File: config.mk
export PLATFORM = sky130hd
export DESIGN_NAME = hex_to_bin_flat
export DESIGN_NICKNAME = d
export VERILOG_FILES = /design/src/rtl/hex_ascii_pkg.sv /design/src/rtl/hex_to_bin_if.sv /design/src/rtl/ascii_hex_nibble.sv /design/src/rtl/hex_to_bin.sv /design/src/flat_wrapper.sv
export SDC_FILE = /design/constraint.sdc
export NUM_CORES = 1
export LEC_CHECK = 0
export ABC_CLOCK_PERIOD_IN_PS = 6300
export BUFFER_PORTS_ARGS = -buffer_cell sky130_fd_sc_hd__buf_2
export CAP_MARGIN = 10
export CORE_ASPECT_RATIO = 0.75
export CORE_MARGIN = 3
export CORE_UTILIZATION = 25
export CTS_CLUSTER_SIZE = 20
export DETAILED_ROUTE_END_ITERATION = 7
export GPL_TIMING_DRIVEN = 0
export PLACE_DENSITY_LB_ADDON = 0.1
export SLEW_MARGIN = 20
export SYNTH_ARGS = -nofsm -noshare
export SYNTH_HDL_FRONTEND = slang
export SYNTH_SLANG_ARGS = --single-unit
File: constraint.sdc
create_clock -name clk -period 6.3 [get_ports clk]
set_input_delay 0.63 -clock clk [delete_from_list [all_inputs] [get_ports clk]]
set_output_delay 0.63 -clock clk [all_outputs]
set_load 0.01 [all_outputs]
File: src/rtl/hex_ascii_pkg.sv
// Shared ASCII-hex definitions for the hex parse and print paths.
// Holds character codes, the parser state encoding and the default word size.
package hex_ascii_pkg;

   localparam int NDIGITS_DEF = 16;

   localparam logic [7:0] CH_0    = 8'h30;
   localparam logic [7:0] CH_9    = 8'h39;
   localparam logic [7:0] CH_A_UP = 8'h41;
   localparam logic [7:0] CH_F_UP = 8'h46;
   localparam logic [7:0] CH_A_LO = 8'h61;
   localparam logic [7:0] CH_F_LO = 8'h66;
   localparam logic [7:0] CH_CR   = 8'h0D;
   localparam logic [7:0] CH_LF   = 8'h0A;

   typedef enum logic {
      ST_ACCUM = 1'b0,
      ST_HOLD  = 1'b1
   } state_t;

   typedef struct packed {
      logic       is_digit;
      logic       is_term;
      logic [3:0] nibble;
   } char_class_t;

endpackage

File: src/rtl/hex_to_bin_if.sv
// Character-in / word-out bundle of the hex parser.
// slave = parser side, master = receiver/consumer side.
interface hex_to_bin_if
   import hex_ascii_pkg::*;
#(
   parameter int NDIGITS = NDIGITS_DEF
);
   localparam int DATA_W = 4 * NDIGITS;
   localparam int CNT_W  = $clog2(NDIGITS + 1);

   logic [7:0]        char_in;
   logic              char_valid;
   logic              char_ready;
   logic              consume_done;
   logic [DATA_W-1:0] binary_out;
   logic [CNT_W-1:0]  digit_count;
   logic              binary_ready;
   logic              char_error;

   modport slave (
      input  char_in, char_valid, consume_done,
      output char_ready, binary_out, digit_count, binary_ready, char_error
   );

   modport master (
      output char_in, char_valid, consume_done,
      input  char_ready, binary_out, digit_count, binary_ready, char_error
   );

endinterface

File: src/rtl/ascii_hex_nibble.sv
// Combinational ASCII classifier: hex digit (with value), line terminator, or neither.
// Reusable by the print path for round-trip checks.
module ascii_hex_nibble
   import hex_ascii_pkg::*;
(
   input  logic [7:0]  i_char,
   output char_class_t o_class
);

   // NOTE: every field gets a default before the decode so no latch is inferred.
   always_comb begin
      o_class = '0;
      if (i_char >= CH_0 && i_char <= CH_9) begin
         o_class.is_digit = 1'b1;
         o_class.nibble   = i_char[3:0];
      end else if ((i_char >= CH_A_UP && i_char <= CH_F_UP) ||
                   (i_char >= CH_A_LO && i_char <= CH_F_LO)) begin
         o_class.is_digit = 1'b1;
         o_class.nibble   = i_char[3:0] + 4'd9;
      end else if (i_char == CH_CR || i_char == CH_LF) begin
         o_class.is_term  = 1'b1;
      end
   end

endmodule

File: src/rtl/hex_to_bin.sv
// Serial ASCII-hex to binary word parser; the word is held until the consumer releases it.
// Two-process FSM: next values computed combinationally, all state registered below.
module hex_to_bin
   import hex_ascii_pkg::*;
#(
   parameter int NDIGITS = NDIGITS_DEF
) (
   input logic          clk,
   input logic          rst_n,
   hex_to_bin_if.slave  bus
);

   localparam int DATA_W = 4 * NDIGITS;
   localparam int CNT_W  = $clog2(NDIGITS + 1);

   state_t            r_state;
   logic [DATA_W-1:0] r_acc;
   logic [CNT_W-1:0]  r_count;
   logic [DATA_W-1:0] r_out;
   logic [CNT_W-1:0]  r_dcnt;
   logic              r_ready;
   logic              r_err;

   state_t            w_state_nxt;
   logic [DATA_W-1:0] w_acc_nxt;
   logic [CNT_W-1:0]  w_count_nxt;
   logic [DATA_W-1:0] w_out_nxt;
   logic [CNT_W-1:0]  w_dcnt_nxt;
   logic              w_ready_nxt;
   logic              w_err_nxt;

   char_class_t       w_class;
   logic              w_xfer;
   logic [DATA_W-1:0] w_shifted;

   ascii_hex_nibble u_nibble (
      .i_char  (bus.char_in),
      .o_class (w_class)
   );

   assign w_xfer    = bus.char_valid && (r_state == ST_ACCUM);
   assign w_shifted = {r_acc[DATA_W-5:0], w_class.nibble};

   always_comb begin
      w_state_nxt = r_state;
      w_acc_nxt   = r_acc;
      w_count_nxt = r_count;
      w_out_nxt   = r_out;
      w_dcnt_nxt  = r_dcnt;
      w_ready_nxt = r_ready;
      w_err_nxt   = 1'b0;
      case (r_state)
         ST_ACCUM: begin
            if (w_xfer) begin
               if (w_class.is_digit) begin
                  if (r_count == CNT_W'(NDIGITS - 1)) begin
                     // Last digit position: the word completes without a terminator.
                     w_out_nxt   = w_shifted;
                     w_dcnt_nxt  = CNT_W'(NDIGITS);
                     w_ready_nxt = 1'b1;
                     w_acc_nxt   = '0;
                     w_count_nxt = '0;
                     w_state_nxt = ST_HOLD;
                  end else begin
                     w_acc_nxt   = w_shifted;
                     w_count_nxt = r_count + 1'b1;
                  end
               end else if (w_class.is_term) begin
                  if (r_count != '0) begin
                     w_out_nxt   = r_acc;
                     w_dcnt_nxt  = r_count;
                     w_ready_nxt = 1'b1;
                     w_acc_nxt   = '0;
                     w_count_nxt = '0;
                     w_state_nxt = ST_HOLD;
                  end
               end else begin
                  w_err_nxt   = 1'b1;
                  w_acc_nxt   = '0;
                  w_count_nxt = '0;
               end
            end
         end
         ST_HOLD: begin
            if (bus.consume_done) begin
               w_ready_nxt = 1'b0;
               w_state_nxt = ST_ACCUM;
            end
         end
         default: w_state_nxt = ST_ACCUM;
      endcase
   end

   // NOTE: sequential state uses non-blocking assignments so every register samples pre-edge values.
   always_ff @(posedge clk or negedge rst_n) begin
      if (!rst_n) begin
         r_state <= ST_ACCUM;
         r_acc   <= '0;
         r_count <= '0;
         r_out   <= '0;
         r_dcnt  <= '0;
         r_ready <= 1'b0;
         r_err   <= 1'b0;
      end else begin
         r_state <= w_state_nxt;
         r_acc   <= w_acc_nxt;
         r_count <= w_count_nxt;
         r_out   <= w_out_nxt;
         r_dcnt  <= w_dcnt_nxt;
         r_ready <= w_ready_nxt;
         r_err   <= w_err_nxt;
      end
   end

   assign bus.char_ready   = (r_state == ST_ACCUM);
   assign bus.binary_out   = r_out;
   assign bus.digit_count  = r_dcnt;
   assign bus.binary_ready = r_ready;
   assign bus.char_error   = r_err;

endmodule

File: src/flat_wrapper.sv
// flat-port wrapper written by rule: the top's interface ports become plain ports
module hex_to_bin_flat import hex_ascii_pkg::*;
#(
   parameter int NDIGITS = NDIGITS_DEF
)
  (clk, rst_n, bus_char_in, bus_char_valid, bus_consume_done, bus_char_ready, bus_binary_out, bus_digit_count, bus_binary_ready, bus_char_error);
  hex_to_bin_if #(.NDIGITS(NDIGITS)) bus_i ();
  input logic clk;
  input logic rst_n;
  input wire logic [$bits(bus_i.char_in)-1:0] bus_char_in;
  input wire logic [$bits(bus_i.char_valid)-1:0] bus_char_valid;
  input wire logic [$bits(bus_i.consume_done)-1:0] bus_consume_done;
  output wire logic [$bits(bus_i.char_ready)-1:0] bus_char_ready;
  output wire logic [$bits(bus_i.binary_out)-1:0] bus_binary_out;
  output wire logic [$bits(bus_i.digit_count)-1:0] bus_digit_count;
  output wire logic [$bits(bus_i.binary_ready)-1:0] bus_binary_ready;
  output wire logic [$bits(bus_i.char_error)-1:0] bus_char_error;
  assign bus_i.char_in = bus_char_in;
  assign bus_i.char_valid = bus_char_valid;
  assign bus_i.consume_done = bus_consume_done;
  assign bus_char_ready = bus_i.char_ready;
  assign bus_binary_out = bus_i.binary_out;
  assign bus_digit_count = bus_i.digit_count;
  assign bus_binary_ready = bus_i.binary_ready;
  assign bus_char_error = bus_i.char_error;
  hex_to_bin #(.NDIGITS(NDIGITS)) u_core (.clk(clk), .rst_n(rst_n), .bus(bus_i));
endmodule
-- Word level (Yosys, flattened, before mapping)
Index checks and enable logic that the tools add are counted.
- add/subtract/negate cells: 2
- magnitude comparators: 6
- equality and inequality tests: 10
- muxes and demuxes: 41
- bitwise gates (word level): 1
- reduce and logical (&&, ||, !) cells: 12
- operators by type and width (cell ; number):
    $mux W64 ; 8
    $mux W5 ; 8
    $mux W1 ; 21
    $eq A8 B4 Y1 const B ; 2
    $ge A8 B7 Y1 const B ; 2
    $le A8 B7 Y1 const B ; 2
    $reduce_and A5 Y1 ; 2
    $ne A3 B1 Y1 const B ; 3
    $ge A8 B6 Y1 const B ; 1
    $le A8 B6 Y1 const B ; 1
    $mux W4 ; 2
    $add A5 B1 Y5 const B ; 1
    $eq A5 B4 Y1 const B ; 1
    $reduce_bool A5 Y1 ; 1
    $add A4 B4 Y4 const B ; 1
    $logic_and A1 B1 Y1 ; 4
    $ne A2 B1 Y1 const B ; 2
    $pmux W1 S2 ; 2
    $reduce_bool A2 Y1 ; 2
    $ne A3 B2 Y1 const B ; 1
    $reduce_and A3 Y1 ; 1
    $logic_or A1 B1 Y1 ; 2
    $ne A2 B2 Y1 const B ; 1
    $not A1 Y1 ; 1
- flip-flop bits (word level): 141
- input port bits: 12
- logic and storage cells: 79

-- Depth between registers and ports, before layout
- depth in word-level cells: 9
- mapped depth: 10
- mapped depth without buffers: 7

-- Cells and area by module
A second synthesis with hierarchy kept.
- cells, all modules: 645
- area, all modules: 6752.7 um^2
- modules (own cells, without submodules) (module ; times used ; cells an instance ; area each (um^2) ; seq. area each (um^2)):
    hex_to_bin ; 1 ; 619 ; 6518.8 ; 3528.4
    ascii_hex_nibble ; 1 ; 26 ; 234.0 ; 0.0

-- Worst setup path before layout
Ideal clock, no wire load.
- kind: input port to flip-flop
- from: in bus_char_in[0]
- to: reg u_core.r_out[19] (netlist: u_core.bus.binary_out[19])
- setup time: 0.127 ns
- arrival: 2.631 ns
- data required time: 6.173 ns
- path slack: 3.542 ns
- cell stages on the path: 8
- path buffers: 1
- cells stage by stage: inv_1 -> ha_1 -> inv_1 -> o311a_4 -> nor2_1 -> clkbuf_1 -> mux2_1 -> mux2_1
- cells in the longest elaborated chain, start to end: 7
- elaborated cells between the ends (all ways): 23
- those cells by class: 6 x order compare; 3 x eq/ne; 6 x mux; 8 x reduce/logical
- ends and longest elaborated chain (item ; RTL line ; text):
    start: declaration ; flat_wrapper.sv:10 ; input wire logic [$bits(bus_i.char_in)-1:0] bus_char_in;
    $ge A8 B7 Y1 (tied with other cells) ; ascii_hex_nibble.sv:16 ; end else if ((i_char >= CH_A_UP && i_char <= CH_F_UP) ||
    $logic_and A1 B1 Y1 (tied with other cells) ; ascii_hex_nibble.sv:16 ;
    $logic_or A1 B1 Y1 or $mux W1 (tied branches) ; ascii_hex_nibble.sv:16, ascii_hex_nibble.sv:20 ;
    $mux W1 ; ascii_hex_nibble.sv:16 ;
    $mux W1 ; ascii_hex_nibble.sv:13 ; if (i_char >= CH_0 && i_char <= CH_9) begin
    $ne A2 B1 Y1 (no line) or $reduce_bool A2 Y1 (tied branches) ; -- ;
    $reduce_and A5 Y1 (no line) ; -- ;
    end signal: assignment ; hex_to_bin.sv:108 ; r_out <= w_out_nxt;
    end: declaration ; hex_to_bin.sv:19 ; logic [DATA_W-1:0] r_out;
Parallel ways exist; a longest one is shown, timed or not.
A chain may end at the register's enable or synchronous reset.

-- Final worst setup path
- from: in bus_char_in[0]
- to: reg u_core.r_out[22] (netlist: u_core.bus.binary_out[22])
The elaborated chain is that of the path after synthesis.

==> metrics.txt <==
synth warn 0; Slew Limit Fails 0; final WL 15,200 um; Post-synth EDFFs 0; Sink Count 141; Via density between 4 and 5; Post-CTS Resized 0; GPL Wtd Cong 0.738; r2r startpoint u_core.r_count[0]$_DFFE_PN0P_; Hold WC Path Type in2async; Distinct cells, synth 43; CP Max Fanout 10; most frequent cells after synthesis dfrtp_1 (141), mux2_1 (74), a22o_1 (66); clk_lat worst skew 430 ps; Post-CTS Hold Buffers 0; Root Driver clkbuf_16; HPWL after detailed placement 10,500 um; GRT Overall Usage 11.9%; CP Capture Type register; Critical Path RT 6610 ps; worst slew pin tran 819 ps; Hold Fails Final Rpt 0; Cells after Synth around 440; fmax 321 MHz; remaining antenna violation count 0; Nets 556; Initial DRT Pass Iterations 4; Inst Count DP 850; Setup crit start kind primary input; die area 26,900 sq um; Syn Area/Cell 14.3 sq um; Post-synth top flop dfrtp_1; Post-Layout Cell Count a little under 900; # H-tree levels 4; share of cells above drive strength 1 34.5%; Reg clk slew, reported paths roughly 60 ps; total core area 24,200 sq um; I/O Buffers 82; Die Y-Extent 143 um; top cells by area, synth dfrtp_1 (57%), mux2_1 (13%), mux2_2 (9.4%); per-cell routed wire length 17.3 um; drt initial violations 157; number of cell rows 49; leak pwr approximately 4 nW; post-layout min period 3120 ps; post-synth net total 454; initial antenna violation count 0; worst-case reg-to-reg path depth 7; crit path from bus_char_in[0]; initial core utilization 25.7%; Boundary Pins 84; Vias 3,921; Setup TNS Final 0 ps; DRC violations left 0; grt ovf 0; Post-CTS Setup Repair Bufs 0; CTS Buf Count 17; RSZ-0062 raised after global routing false; Setup CP Type in2reg; Arrival @ worst endpoint approximately 3400 ps; cell area after synthesis 6230 sq um; most common cell in the netlist dfrtp_1; skew final 12.7 ps; Max Root-Sink Buffers 2; asr flop ratio synth 100%; run status completed; #FFs+latches synth 141; DIE WIDTH 188 um; Max-cap violations 0; setup violators final 0; period utilization about 50%; Final Power 2.08 mW; Synth top area share 56.7%; vias in the first global route 4,153; Max transition margin 45.0%; Seq/Total Area, Yosys a little under three fifths; # diodes 0; Peak supply drop 180 uV; Synth area leader dfrtp_1; TritonCTS clock tree yes; first-pass GRT wire length 24,700 um; pin count of the biggest net entering global routing between 80 and 90; area grow syn2layout 24.0%; pwr dens 269 nW/um^2
==> report_power, final <==
| group | internal (mW) | switching (mW) |
|---|---|---|
| Clock | 0.691 | 0.399 |
| Combinational | 0.0222 | 0.0542 |
| Sequential | 0.908 | 0.00246 |
| Total | 1.62 | 0.456 |
==> stage by stage <==
| stage | instance area [sq um] | setup slack (ps) | hold WS [ps] | utilization (%) |
|---|---|---|---|---|
| 6_report | 7720 | 3180 | 111 | 31.9 |
| 5_1_grt | 7720 | 3040 | 142 | 31.9 |
| 4_1_cts | 7720 | 3160 | 123 | 31.9 |
| 3_5_place_dp | 7090 | 2700 | 474 | 29.3 |
| 3_3_place_gp | 7050 | 2430 | 458 | 29.1 |
| 2_1_floorplan | 6230 | 3540 | 334 | - |
==> cells by family after synthesis <==
| logic type | after synthesis | share of synthesized area (%) |
|---|---|---|
| adder cells (fa/ha/maj) | 6 | 1.21 |
| flip-flops | 141 | 56.7 |
| AO/OA/AOI/OAI | 91 | 12.3 |
| buffers and inverters | 38 | 3.68 |
| AND/OR/NAND/NOR | 32 | 3.01 |
| multiplexers | 128 | 23.1 |
==> layout by cell type, fill, tap and decap left out, drive strengths merged, types with 2 or more instances in the layout <==
master	instances
dfrtp	141
mux2	126
buf	102
a22o	66
clkbuf	30
inv	10
nand2	9
nor2	6
ha	6
o21ai	5
clkinv	4
bufinv	4
a21oi	3
nand3	3
a21o	3
o21bai	2
mux2i	2
nand2b	2
clkinvlp	2
nor4b	2
a31oi	2
nor3	2
==> flip-flops by register name, summed over array words and instances, names as in the netlist <==
| register | flops |
|---|---|
| u_core.bus.binary_out | 64 |
| u_core.r_acc | 64 |
| u_core.bus.digit_count | 5 |
| u_core.r_count | 5 |
| u_core.bus.binary_ready | 1 |
| u_core.bus.char_error | 1 |
| u_core.r_state | 1 |
==> per-layer routing <==
| metal | GRT usage (%) | share of wire [%] | up-vias |
|---|---|---|---|
| met4 | 3.55 | 1.1 | 0 |
| met1 | 17.7 | 54 | 1997 |
| li1 | - | - | 1833 |
| met3 | 3.71 | 3.9 | 11 |
| met5 | 0 | 0 | - |
| met2 | 16.4 | 41 | 80 |
==> critical path, stage by stage <==
cell      delay [ps]
buf_2            140
inv_1            120
ha_1             200
inv_1             60
o311a_4          400
nor2_1           600
clkbuf_1         570
mux2_1           400
mux2_1           300
==> area by class of cell <==
type | count | area, sq um
clock buffer | 20 | 467
clock inverter | 11 | 164
tap | 331 | 414
timing repair buffer | 83 | 448
buffer | 29 | 195
sequential | 141 | 3530
fill | 2386 | 16500
multi-input combinational | 257 | 2470
inverter | 9 | 33.8
==> worst paths after layout <==
kind | end | slack (ps)
worst max-delay path | u_core.bus.binary_out[22]$_DFFE_PN0P_ | 3180
worst min-delay path | u_core.bus.binary_out[0]$_DFFE_PN0P_ | 110
worst max register to register | u_core.r_acc[51]$_DFFE_PN0P_ | 3620
worst min register to register | u_core.bus.binary_ready$_DFFE_PN0P_ | 480
max in group asynchronous | u_core.r_acc[29]$_DFFE_PN0P_ | 5370
min in group clk | u_core.r_state$_DFF_PN0_ | 390
Power figures use the tool's default switching activity.
